File: config.mk
export PLATFORM = sky130hd
export DESIGN_NAME = alu_arbiter_flat
export DESIGN_NICKNAME = d
export VERILOG_FILES = /design/src/rtl/alu_arbiter_if.sv /design/src/rtl/alu_arbiter.sv /design/src/flat_wrapper.sv
export SDC_FILE = /design/constraint.sdc
export NUM_CORES = 1
export LEC_CHECK = 0
export CELL_PAD_IN_SITES_DETAIL_PLACEMENT = 1
export CELL_PAD_IN_SITES_GLOBAL_PLACEMENT = 2
export CORE_MARGIN = 8
export CORE_UTILIZATION = 19
export DETAILED_ROUTE_END_ITERATION = 8
export PLACE_DENSITY = 0.81
export REMOVE_ABC_BUFFERS = 1
export SYNTH_ARGS = -nofsm -noshare
export SYNTH_HDL_FRONTEND = slang
export SYNTH_SLANG_ARGS = --single-unit
File: constraint.sdc
create_clock -name clk -period 2.3 [get_ports clk]
set_input_delay 0.46 -clock clk [delete_from_list [all_inputs] [get_ports clk]]
set_output_delay 0.46 -clock clk [all_outputs]
set_load 0.02 [all_outputs]
File: src/rtl/alu_arbiter_if.sv
// Request/response bundle between the requesters and the shared-ALU arbiter.
// The master side is the requester/consumer population, the slave side is the arbiter.
interface alu_arbiter_if #(
   parameter int unsigned N_REQ  = 4,
   parameter int unsigned ID_W   = 2,
   parameter int unsigned DATA_W = 32
);

   logic [N_REQ-1:0]        req_valid;
   logic [N_REQ-1:0]        req_ready;
   logic [6*N_REQ-1:0]      req_opcode;
   logic [DATA_W*N_REQ-1:0] req_x1;
   logic [DATA_W*N_REQ-1:0] req_x2;

   logic                    rsp_valid;
   logic                    rsp_ready;
   logic [ID_W-1:0]         rsp_id;
   logic [DATA_W-1:0]       rsp_data;
   logic                    rsp_err;

   modport master (
      output req_valid, req_opcode, req_x1, req_x2, rsp_ready,
      input  req_ready, rsp_valid, rsp_id, rsp_data, rsp_err
   );

   modport slave (
      input  req_valid, req_opcode, req_x1, req_x2, rsp_ready,
      output req_ready, rsp_valid, rsp_id, rsp_data, rsp_err
   );

endinterface

File: src/rtl/alu_arbiter.sv
// Round-robin arbiter sharing one combinational ALU between N_REQ requesters.
// One operation in flight at a time: IDLE (grant + latch) -> EXEC (ALU driven) -> RESP (hold
// response until accepted). Illegal opcodes never reach the ALU and answer with rsp_err.
module alu_arbiter #(
   parameter int unsigned N_REQ  = 4,
   parameter int unsigned ID_W   = 2,
   parameter int unsigned DATA_W = 32
) (
   input  logic              clk,
   input  logic              rst,
   alu_arbiter_if.slave      bus,
   output logic              alu_en,
   output logic [5:0]        alu_opcode,
   output logic [DATA_W-1:0] alu_x1,
   output logic [DATA_W-1:0] alu_x2,
   input  logic [DATA_W-1:0] alu_y,
   output logic              busy
);

   localparam logic [1:0] StIdle = 2'd0;
   localparam logic [1:0] StExec = 2'd1;
   localparam logic [1:0] StResp = 2'd2;

   localparam logic [5:0] OpAdd = 6'h04;
   localparam logic [5:0] OpXor = 6'h0A;

   logic [1:0]        state_q, state_d;
   logic [ID_W-1:0]   ptr_q;
   logic [ID_W-1:0]   id_q;
   logic [5:0]        op_q;
   logic [DATA_W-1:0] x1_q;
   logic [DATA_W-1:0] x2_q;
   logic              legal_q;
   logic [DATA_W-1:0] res_q;
   logic              err_q;

   logic              gnt_found;
   logic [ID_W-1:0]   gnt_id;
   logic [N_REQ-1:0]  gnt_onehot;
   logic              grant;
   logic              in_idle;
   logic              in_exec;
   logic              in_resp;
   logic              rsp_fire;
   logic              exec_legal;

   logic [5:0]        sel_op;
   logic [DATA_W-1:0] sel_x1;
   logic [DATA_W-1:0] sel_x2;

   // Legal opcodes form the contiguous range ADD..XOR.
   function automatic logic op_legal(input logic [5:0] op);
      return (op >= OpAdd) && (op <= OpXor);
   endfunction

   assign in_idle  = (state_q == StIdle);
   assign in_exec  = (state_q == StExec);
   assign in_resp  = (state_q == StResp);
   assign rsp_fire = in_resp && bus.rsp_ready;

   // Round-robin search: first valid requester starting at ptr+1, wrapping at N_REQ.
   always_comb begin
      gnt_found = 1'b0;
      gnt_id    = '0;
      for (int k = 1; k <= int'(N_REQ); k++) begin
         if (!gnt_found && bus.req_valid[(int'(ptr_q) + k) % int'(N_REQ)]) begin
            gnt_found = 1'b1;
            gnt_id    = ID_W'((int'(ptr_q) + k) % int'(N_REQ));
         end
      end
   end

   // A grant happens only in IDLE and never while reset is asserted, so req_ready is 0 in reset.
   assign grant      = in_idle && gnt_found && !rst;
   assign gnt_onehot = grant ? (N_REQ'(1) << gnt_id) : '0;

   // Payload of the winning requester, captured on the grant cycle.
   always_comb begin
      sel_op = bus.req_opcode[6*gnt_id +: 6];
      sel_x1 = bus.req_x1[DATA_W*gnt_id +: DATA_W];
      sel_x2 = bus.req_x2[DATA_W*gnt_id +: DATA_W];
   end

   // Next-state logic for the IDLE -> EXEC -> RESP -> IDLE sequence.
   always_comb begin
      state_d = state_q;
      unique case (state_q)
         StIdle:  if (gnt_found) state_d = StExec;
         StExec:  state_d = StResp;
         StResp:  if (bus.rsp_ready) state_d = StIdle;
         default: state_d = StIdle;
      endcase
   end

   // State, round-robin pointer and operation registers; reset discards any in-flight op.
   always_ff @(posedge clk) begin
      if (rst) begin
         state_q <= StIdle;
         ptr_q   <= ID_W'(N_REQ - 1);
         id_q    <= '0;
         op_q    <= '0;
         x1_q    <= '0;
         x2_q    <= '0;
         legal_q <= 1'b0;
         res_q   <= '0;
         err_q   <= 1'b0;
      end else begin
         state_q <= state_d;
         if (grant) begin
            id_q    <= gnt_id;
            op_q    <= sel_op;
            x1_q    <= sel_x1;
            x2_q    <= sel_x2;
            legal_q <= op_legal(sel_op);
         end
         if (in_exec) begin
            res_q <= legal_q ? alu_y : '0;
            err_q <= !legal_q;
         end
         if (rsp_fire) begin
            ptr_q <= id_q;
         end
      end
   end

   // ALU inputs are zero except during EXEC of a legal op, so it never sees an illegal opcode.
   assign exec_legal = in_exec && legal_q;

   // Drive the shared ALU from the latched operands only.
   always_comb begin
      alu_en     = exec_legal;
      alu_opcode = exec_legal ? op_q : 6'h00;
      alu_x1     = exec_legal ? x1_q : '0;
      alu_x2     = exec_legal ? x2_q : '0;
   end

   // Response channel decoded from the state; payload held stable through RESP.
   always_comb begin
      bus.req_ready = gnt_onehot;
      bus.rsp_valid = in_resp;
      bus.rsp_id    = in_resp ? id_q : '0;
      bus.rsp_data  = in_resp ? res_q : '0;
      bus.rsp_err   = in_resp ? err_q : 1'b0;
      busy          = !in_idle;
   end

endmodule

File: src/flat_wrapper.sv
// flat-port wrapper written by rule: the top's interface ports become plain ports
module alu_arbiter_flat 
#(
   parameter int unsigned N_REQ  = 4,
   parameter int unsigned ID_W   = 2,
   parameter int unsigned DATA_W = 32
)
  (clk, rst, alu_en, alu_opcode, alu_x1, alu_x2, alu_y, busy, bus_req_valid, bus_req_opcode, bus_req_x1, bus_req_x2, bus_rsp_ready, bus_req_ready, bus_rsp_valid, bus_rsp_id, bus_rsp_data, bus_rsp_err);
  alu_arbiter_if #(.N_REQ(N_REQ), .ID_W(ID_W), .DATA_W(DATA_W)) bus_i ();
  input  logic clk;
  input  logic rst;
  output logic alu_en;
  output logic [5:0] alu_opcode;
  output logic [DATA_W-1:0] alu_x1;
  output logic [DATA_W-1:0] alu_x2;
  input  logic [DATA_W-1:0] alu_y;
  output logic busy;
  input wire logic [$bits(bus_i.req_valid)-1:0] bus_req_valid;
  input wire logic [$bits(bus_i.req_opcode)-1:0] bus_req_opcode;
  input wire logic [$bits(bus_i.req_x1)-1:0] bus_req_x1;
  input wire logic [$bits(bus_i.req_x2)-1:0] bus_req_x2;
  input wire logic [$bits(bus_i.rsp_ready)-1:0] bus_rsp_ready;
  output wire logic [$bits(bus_i.req_ready)-1:0] bus_req_ready;
  output wire logic [$bits(bus_i.rsp_valid)-1:0] bus_rsp_valid;
  output wire logic [$bits(bus_i.rsp_id)-1:0] bus_rsp_id;
  output wire logic [$bits(bus_i.rsp_data)-1:0] bus_rsp_data;
  output wire logic [$bits(bus_i.rsp_err)-1:0] bus_rsp_err;
  assign bus_i.req_valid = bus_req_valid;
  assign bus_i.req_opcode = bus_req_opcode;
  assign bus_i.req_x1 = bus_req_x1;
  assign bus_i.req_x2 = bus_req_x2;
  assign bus_i.rsp_ready = bus_rsp_ready;
  assign bus_req_ready = bus_i.req_ready;
  assign bus_rsp_valid = bus_i.rsp_valid;
  assign bus_rsp_id = bus_i.rsp_id;
  assign bus_rsp_data = bus_i.rsp_data;
  assign bus_rsp_err = bus_i.rsp_err;
  alu_arbiter #(.N_REQ(N_REQ), .ID_W(ID_W), .DATA_W(DATA_W)) u_core (.clk(clk), .rst(rst), .bus(bus_i), .alu_en(alu_en), .alu_opcode(alu_opcode), .alu_x1(alu_x1), .alu_x2(alu_x2), .alu_y(alu_y), .busy(busy));
endmodule
---- Word level (Yosys, flattened, before mapping) ----
Cells that the tools add are included.
operators by class
  $add $sub $neg .......................... 4
  multiply operators ...................... 1
  order comparisons ....................... 6
  eq/ne operators ......................... 4
  shifts and indexed selects .............. 4
  muxes and demuxes ....................... 31
  bitwise logic cells ..................... 4
  reduce and logical (&&, ||, !) cells .... 20
operators by type and width
  kind                   number
  $shiftx A128 B8 Y32    2
  $mux W32               4
  $shiftx A24 B6 Y6      1
  $lt A3 B4 Y1 const B   4
  $mux W2                7
  $mux W1                13
  $bmux W1 S2            4
  $logic_and A1 B1 Y1    8
  $reduce_or A2 Y1       4
  $ge A6 B3 Y1 const B   1
  $le A6 B4 Y1 const B   1
  $logic_not A1 Y1       6
  $mux W6                1
  $pmux W2 S3            1
  $add A2 B1 Y2 const B  2
  $add A2 B2 Y2 const B  2
  $and A1 B1 Y1 const A  4
  $mul A2 B2 Y4 const A  1
  $mux W4                1
  $shl A1 B2 Y4 const A  1
  $eq A2 B1 Y1 const B   1
  $eq A2 B2 Y1 const B   1
  $logic_not A2 Y1       1
  $ne A2 B1 Y1 const B   1
  2 further kinds        2
word-level totals
  flip-flop bits (word level) ............. 110
  input bits .............................. 319
  output and inout port bits .............. 112

---- Longest topological paths before layout ----
Gate-level depths: netlist (run 1).
  depth after elaboration ................. 20
  mapped depth ............................ 10
  mapped depth without buffers ............ 7

---- Least setup slack after synthesis (run 1) ----
Ideal clock, no wire load.
  kind .................................... input to output
  from .................................... input bus_req_valid[0]
  to ...................................... output bus_req_ready[2]
  arrival ................................. 1.747 ns
  data required time ...................... 1.840 ns
  setup slack ............................. 0.093 ns
  stages on the path ...................... 6
  path buffers ............................ 1
  cells stage by stage .................... a21oi_1 > a31oi_1 > a21oi_2 > buf_2 > nand2_1 > nor3_1
between the ends
  word-level cells in the longest chain between the ends .. 16
RTL lines
  element                                     RTL line            RTL
  start: declaration                          flat_wrapper.sv:18  input wire logic [$bits(bus_i.req_valid)-1:0] bus_req_valid;
  $bmux W1 S2                                 alu_arbiter.sv:66   if (!gnt_found && bus.req_valid[(int'(ptr_q) + k) % int'(N_REQ)]) begin
  $mux W1 (not written as such) (2 in a row)  alu_arbiter.sv:66
  $mux W1                                     alu_arbiter.sv:66
  $logic_not A1 Y1                            alu_arbiter.sv:66
  $logic_and A1 B1 Y1                         alu_arbiter.sv:66
  $mux W1                                     alu_arbiter.sv:66
  $logic_not A1 Y1                            alu_arbiter.sv:66
  $logic_and A1 B1 Y1                         alu_arbiter.sv:66
  $mux W1                                     alu_arbiter.sv:66
  $logic_not A1 Y1                            alu_arbiter.sv:66
  $logic_and A1 B1 Y1                         alu_arbiter.sv:66
  $mux W1                                     alu_arbiter.sv:66
  $logic_and A1 B1 Y1 (2 in a row)            alu_arbiter.sv:74   assign grant = in_idle && gnt_found && !rst;
  $mux W4 (*)                                 alu_arbiter.sv:75   assign gnt_onehot = grant ? (N_REQ'(1) << gnt_id) : '0;
  end: declaration                            flat_wrapper.sv:23  output wire logic [$bits(bus_i.req_ready)-1:0] bus_req_ready;
Every way passes the cells marked *; elsewhere a longest branch is shown, timed or not. The select of a mux whose other input is x is not followed.

---- Final worst setup path (run 1) ----
  from .................................... input bus_req_valid[1]
  to ...................................... register u_core.x1_q[13]
between the ends
  word-level cells in the longest chain between the ends .. 15
RTL lines
  element                                               RTL line            RTL
  branches (longest 15 deep; another with $bmux W1 S2)  n/a
  end signal: assignment                                alu_arbiter.sv:112  x1_q <= sel_x1;
  end: declaration                                      alu_arbiter.sv:31   logic [DATA_W-1:0] x1_q;
Parallel ways; which one is timed is not known. The select of a mux whose other input is x is not followed.
A chain may end at the register's enable or synchronous reset.

==> results.txt, run 1 <==
The run finished with clean final reports. The final number of max-transition violations was 0. The combined buffer and inverter count along the critical path came out at 5. Traced cell by cell, the critical path runs through dlygate4sd2_1, buf_4, mux2i_1, o22a_2, o21ai_4, buf_12, clkbuf_16, buf_4, and2_1, a211oi_1, a311o_1, a21oi_1. The kind of capture point of the worst setup path is a flip-flop. The routed length per instance came out at between 20 and 25 µm.

The setup total negative slack is 0 ns. In the global route stage, overall resource usage came out at 0.1637. The count of nets left with antenna violations once routing finished came out at 0. The floorplan step set the die width to 206.9 µm. Between clock sinks in the finished design, the worst skew comes to between 0.008 and 0.009 ns. The required time at the endpoint of the critical path is about 2.5 ns.

The first global-routing pass estimated between 50,000 and 60,000 µm of wire. Counting I/O delays and the setup requirement, the final critical path takes approximately 2.3 ns. The mapped netlist covers ~0.0069 mm². Synthesis instantiated 37 different standard cells from the library. The power per cell area came out at roughly 500 mW/mm².

In this run the worst hold path is classified as input port to flip-flop. The pin count of the biggest net entering global routing came out at 110. After floorplanning, the core was divided into 70 placement rows. At the placement stage, the worst setup path has a slack of -0.5811 ns. Total power for the finished layout comes to 6129 µW. The critical path is of the input port to flip-flop type. The family of cells with the greatest summed delay on the critical path is buffers and inverters. The headroom to the max-slew limit came out at 0.5669. The peak supply drop came out at roughly 0.31 mV. Counting the buffers created by CTS gives 9. The setup slack after layout is 0.01152 ns. The number of sinks driven by the clock tree came out at between 100 and 150.

The sequential share of the synthesized area came out at 0.3181. For this design, the slowest cell found on the critical path is dlygate4sd2_1. Based on the critical path, the design can be clocked at up to between 0.4 and 0.5 GHz. The initial cell density of the core is 0.1909.

The arrival time at the worst endpoint is around 2.5 ns. Setup violations remaining at the end of the flow were counted as 0. The synthesis-to-finish area growth is 79.27%. The synthesized flop and latch total is 110.

The met3 usage in global routing is 0.05337. The static leakage power came out at approximately 0.0051 µW. TritonCTS built the clock tree. The peak fanout along the critical path is 4.

The cell type with the highest occurrence count on the critical path is buf_4. The largest incremental delay on the critical path is 0.26 ns. Setup repair after global routing could not meet its margin everywhere.

The clock latency on the worst-skew pair is between 0.3 and 0.4 ns. The weighted congestion at the end of routability-driven global placement is 0.8429. Among all flip-flop cells after synthesis, the most frequent one is dfxtp_1.

The slew of the pin with the lowest slew margin is approximately 0.65 ns. The via density per instance came out at roughly 4.7. The die is 206.9 µm tall. In the final layout, the share of cells above drive strength 1 is 0.1539. In the global route stage, met1 resource usage came out at 0.1898. The cell at the root of the clock tree is clkbuf_16.

STA classifies the critical path startpoint as an input port. During placement, the flow inserted port buffers numbering between 400 and 500. The initial detailed-routing violation count came out at approximately 330. At the end of the flow, the number of nets in the layout was about 1,700. Hold timing on the final database bottoms out at a slack of approximately 0.32 ns. In this run the number of H-tree levels came out at 3. The number of cells traversed by the worst hold path is 2.

The die outline area came out at approximately 0.043 mm². The number of remaining DRC errors is 0. The logic depth of the worst setup path including buffers came out at 12. The final hold violation count is 0. The CTS clock-pin slew for the worst setup and hold paths came out at roughly 0.090 ns. The number of enable-type register cells in the synthesized netlist came out at 0. The mean instance size in the synthesized netlist is ~7.3 µm². The total overflow reported by the global router is 0.

The number of I/O pins is around 430. The number of standard cells after synthesis came out at 946. The number of violations of the max-capacitance limit came out at 0. Of the available clock period, the critical path in the final layout requires 0.9950. The initial antenna violation count is 1. Once detailed placement completed, the half-perimeter wirelength came to approximately 27,000 µm. In the synthesized netlist the async set-or-reset flop fraction comes to 0. The area of the core came out at between 0.03 and 0.04 mm².

The via count of the first global-routing pass is approximately 9,200. For this run, global-route usage on met2 was measured as 0.2846. The number of optimization iterations in the first detailed-route pass is 4. The number of cells traversed by the worst register-to-register path came out at 10. Summed over all layers, the routed wires come to 37,340 µm. The global routing stage identified its most utilized layer as met2. The Yosys step of the flow raised 0 warnings.

The buffer levels on the longest clock path came out at 2. The total vias in the final route is approximately 8,600.
-- registers in the layout, indices dropped and copies added, names as in the netlist --
name	cells
u_core.err_q	1
u_core.legal_q	1
u_core.state_q	2
u_core.x2_q	32
u_core.ptr_q	2
u_core.op_q	6
u_core.res_q	32
u_core.x1_q	32
u_core.id_q	2
-- stage by stage --
stage,util,instances,area (µm²)
CTS,0.3396,1831,12310
floorplan,-,844,6454
detailed placement,0.3323,1805,12050
global route,0.3421,1839,12410
finish,0.3422,1840,12410
global placement,0.3323,1805,12050
-- layout make-up --
cell class | count | area, µm²
clock buffers | 11 | 252.7
flip-flops and latches | 110 | 2211
repair buffers | 511 | 4912
multi-input cells | 733 | 4378
well taps | 468 | 585.6
inverters | 1 | 3.754
clock inverters | 5 | 62.56
fillers | 4389 | 23850
diodes | 1 | 2.502
-- cell usage in the layout, fill, tap and decap left out, types with 7 or more instances in the layout --
master           count
clkdlybuf4s50_1    314
nand2_1            232
dfxtp_1            107
a21oi_1            101
and2_1              68
and3_1              67
a311o_1             66
buf_4               64
a211oi_1            57
dlygate4sd2_1       39
buf_2               35
nand3_1             32
and2_0              31
clkbuf_2            25
buf_12              15
mux2i_1             14
nor2_1              14
clkbuf_16           14
a211oi_2             7
buf_6                7
-- power by group --
group	internal, µW	switching (µW)
combinational	1200	1040
sequential	2080	81.8
clock	916	810
-- final timing paths --
check                                          to        startpoint  slack, ns
worst max-delay path              u_core.x1_q[13]  bus_req_valid[1]       0.01
worst max register to register    u_core.x1_q[13]   u_core.ptr_q[1]       0.03
worst min-delay path            u_core.state_q[0]               rst       0.32
worst min register to register   u_core.res_q[31]  u_core.res_q[31]       0.45
-- per-layer routing --
layer,part of all wire,vias up,wire length [µm]
met1,0.41,4124,15380
met2,0.48,283,18020
met4,0.021,2,798
met3,0.084,35,3126
met5,0.00035,-,13
li1,-,4179,-
-- repair_timing --
item,CTS,global route
hold buffers,0,0
resized for setup,287,97
cloned,3,5
setup endpoints to repair,159,96
buffers inserted,7,5
pin swaps,1,5
-- cells by family (layout without fill, tap and decap cells) --
group           after synthesis  count (layout)  synth area share
other cells                   0               1                 0
simple gates                464             464            0.3234
compound gates              249             249            0.2603
mux                          20              20           0.03001
flops                       110             110            0.3181
buf+inv                     103             528           0.06815
-- cells in the mapped netlist (all sizes together), types with 7 or more instances --
cell / number / share of area
nand2: 232 / 0.13
dfxtp: 110 / 0.32
a21oi: 103 / 0.075
and2: 100 / 0.090
and3: 70 / 0.063
a311o: 66 / 0.095
clkbuf: 65 / 0.036
a211oi: 64 / 0.069
buf: 37 / 0.032
nand3: 32 / 0.023
nor2: 16 / 0.0087
mux2i: 14 / 0.020
nand2b: 7 / 0.0063
Note: power is estimated with default switching activity, not from simulation.
==> run 2, diff against run 1 <==
--- a/config.mk
+++ b/config.mk
@@ -7,6 +7,7 @@
 export LEC_CHECK = 0
 export CELL_PAD_IN_SITES_DETAIL_PLACEMENT = 1
 export CELL_PAD_IN_SITES_GLOBAL_PLACEMENT = 2
+export CORE_ASPECT_RATIO = 1.75
 export CORE_MARGIN = 8
 export CORE_UTILIZATION = 19
 export DETAILED_ROUTE_END_ITERATION = 8
==> constraint.sdc (replaced) <==
create_clock -name clk -period 2.2 [get_ports clk]
set_input_delay 0.44 -clock clk [delete_from_list [all_inputs] [get_ports clk]]
set_output_delay 0.44 -clock clk [all_outputs]
set_load 0.02 [all_outputs]
==> results.txt, run 2 (synthesized netlist as in run 1, its figures left out) <==
The routed length per instance came to 23.00 µm (+13%). The headroom to the max-slew limit was 0.5206 (-0.04629). The via count of the first global-routing pass is 9,811 (+6.3%). The final hold violation count came to 0 (unchanged). The fraction of power spent switching nets is 0.3162 (+0.0005351). TritonCTS built the clock tree.

The clock period minus worst slack is between 2 and 2.5 ns. The number of endpoints failing setup at the final stage came out at 19 (+19). The static leakage power came out at 0.005571 µW (+8.3%). The setup total negative slack was -0.3549 ns (-0.3549 ns). The worst setup path endpoint is u_core.x2_q[31]. The minimum setup slack among reg-to-reg paths is -0.03 ns (-0.06 ns). The post-layout instance area was 0.01355 mm² (+9.2%). The area after detailed placement is 0.01208 mm² (+0.29%). The tightest min-delay check is of the input port to flip-flop type.

The floorplan die height was 268.5 µm (+30%). The total net switching power is 2182 µW (+13%). The global-route usage over all layers is 0.1834 (+0.01969). The initial detailed-routing violation count is 272 (-16%). The share of post-route cells with drive strength above 1 came to 0.2698 (+0.1159). The number of remaining DRC errors came to 0 (unchanged). The final number of max-transition violations came out at 0 (unchanged). The peak fanout along the critical path came out at 8 (+4).

The total overflow reported by the global router is 0 (unchanged). The wire length reported by the detailed router came out at 43,470 µm (+16%). Of the available clock period, the critical path in the final layout requires 1.022.

The via density per instance is 4.747 (+1.3%). The worst setup skew after layout came out at 0.01366 ns (+0.005231 ns). The total of buffers placed on input and output ports is 430 (unchanged). The placed wire-length estimate after detailed placement came to 29,130 µm (+7.2%). The endpoint identified for the worst register-to-register timing path is u_core.legal_q. STA classifies the critical path endpoint as a flip-flop. The total vias in the final route was 8,971 (+4.0%). The sequential cell fraction of total power is 0.327 (-0.025). The slew of the pin with the lowest slew margin is 0.7191 ns (+0.06943 ns).

The clock buffer count from CTS came out at 9 (unchanged). For this run, the top clock speed supported by timing is roughly 0.44 GHz. The power consumption came out at 6902 µW (+13%). The number of I/O pins is 431 (unchanged). The remaining antenna violation count is 0 (unchanged). The clock latency on the worst-skew pair came out at 0.37 ns (+0.02 ns). Setup repair after global routing could not meet its margin everywhere. The area growth from synthesis to layout is 95.70%. The largest registers in the layout are u_core.res_q: 32 flops, u_core.x1_q: 32 flops, u_core.x2_q: 32 flops.

The number of sinks driven by the clock tree came out at 110 (unchanged). The required time at the endpoint of the critical path came out at 2.49 ns (-0.04 ns). The design internal power came out at 4720 µW (+13%). The horizontal die dimension is 160.3 µm (-23%).

The initial antenna violation count is 3 (+2). The combinational share of power is 0.409 (+0.043). The pin count of the biggest net entering global routing is 90 (-18%). The power per cell area was 509.6 mW/mm² (+3.2%). The peak supply drop is 0.3268 mV (+5.8%).

The run finished, with violations left. The clock share of power is 0.263 (-0.019). The startpoint identified for the worst register-to-register timing path is u_core.ptr_q[1]. The arrival time at the worst endpoint is 2.54 ns (+0.02 ns). The count of nets after finishing is 1,730 (+2.7%). By startpoint and endpoint, the worst setup path is classified as input port to flip-flop. The die outline area is 0.04303 mm² (+0.56%). The cell at the root of the clock tree is clkbuf_16. The critical path startpoint category is an input port. The weighted congestion at the end of routability-driven global placement came to 0.8151 (-3.3%). The initial cell density of the core came out at 0.1921 (+0.001220). The number of optimization iterations in the first detailed-route pass came out at 4 (unchanged). The CTS clock-pin slew for the worst setup and hold paths came out at 0.07 ns (-0.02 ns). The setup slack after layout was -0.04832 ns (-0.05984 ns). The area of the core was 0.03603 mm² (-0.63%).

The buffer levels on the longest clock path is 2 (unchanged). Leaving out fill and tap cells, the most frequent cell in the layout is clkdlybuf4s50_1. The number of cells traversed by the worst register-to-register path came out at 8 (-2). The row count is 92 (+31%).

The checks that failed: negative setup slack. The H-tree depth came out at 3 (unchanged). The critical path starts at bus_req_valid[3]. The core utilization of the finished layout came out at 0.3760 (+0.03375). The number of violations of the max-capacitance limit came to 0 (unchanged). The top cell types in the final layout, fill and taps aside, are clkdlybuf4s50_1 (314), nand2_1 (223), dfxtp_1 (107), a21oi_1 (91), buf_4 (85). The global-route wire length before repair is 60,600 µm (+11%).
## run 2: changes by cell type in the layout (fill, tap and decap cells not counted), moves of 15 or more
cell           change
a211oi_1          -46
a211oi_2          +46
and2_0            -22
and2_4            +30
buf_2             +19
buf_4             +21
buf_6             +27
clkbuf_2          -15
dlygate4sd2_1     -35
## run 2: worst max-delay path, stage by stage
cell	delay, ns
clkdlybuf4s15_1	0.28
buf_4	0.19
nand2b_4	0.08
a21boi_4	0.15
buf_6	0.12
o21ai_4	0.20
buf_8	0.15
buf_12	0.17
buf_8	0.13
and2_4	0.13
a211oi_2	0.03
a311o_1	0.33
a21oi_1	0.14
## run 2: power groups by stage
stage / logic (µW) / registers [µW] / clock network, µW
after floorplan: 958 / 2280 / 0
after global routing: 3030 / 2280 / 1980
after global placement: 2150 / 2290 / 0
after detailed placement: 2180 / 2300 / 0
after CTS: 2640 / 2260 / 1910
final: 2830 / 2260 / 1820
## run 2: worst min-delay path by stage
stage,end,from,cells past startpoint
floorplan,u_core.res_q[0],u_core.res_q[0],2
global placement,u_core.res_q[27],u_core.res_q[27],2
detailed placement,u_core.res_q[7],u_core.res_q[7],2
CTS,u_core.state_q[0],rst,3
global route,u_core.state_q[0],rst,3
finish,u_core.state_q[0],rst,3
## run 2: metal layers
metal | part of all wire | track usage
met4 | 0.029 | 0.07226
met2 | 0.58 | 0.3718
met3 | 0.049 | 0.03988
met5 | 0 | 0
met1 | 0.35 | 0.1743
## run 2: cell type report
type                    count  area (µm²)
fillers                  4274       22480
repair buffers            555        5548
multi-input cells         734        4870
flip-flops and latches    110        2211
well taps                 470       588.1
clock buffers              11       232.7
clock inverters             5       82.58
diodes                      4       10.01
inverters                   1       3.754
## run 2: per-stage QoR
step	std cells	hold WS, ns	setup WS, ns
3_5_place_dp	1819	0.4392	-0.6848
4_1_cts	1872	0.3781	-0.07475
5_1_grt	1889	0.4059	-0.1315
3_3_place_gp	1819	0.4331	-0.6184
2_1_floorplan	844	0.4212	-2.746
6_report	1890	0.4321	-0.04832
## run 2: what timing repair did
action / CTS / global route
hold buffers: 0 / 0
setup buffers: 26 / 12
pin swaps: 75 / 65
endpoints found under the setup margin: 168 / 140
cloned: 11 / 9
resized for setup: 500 / 174
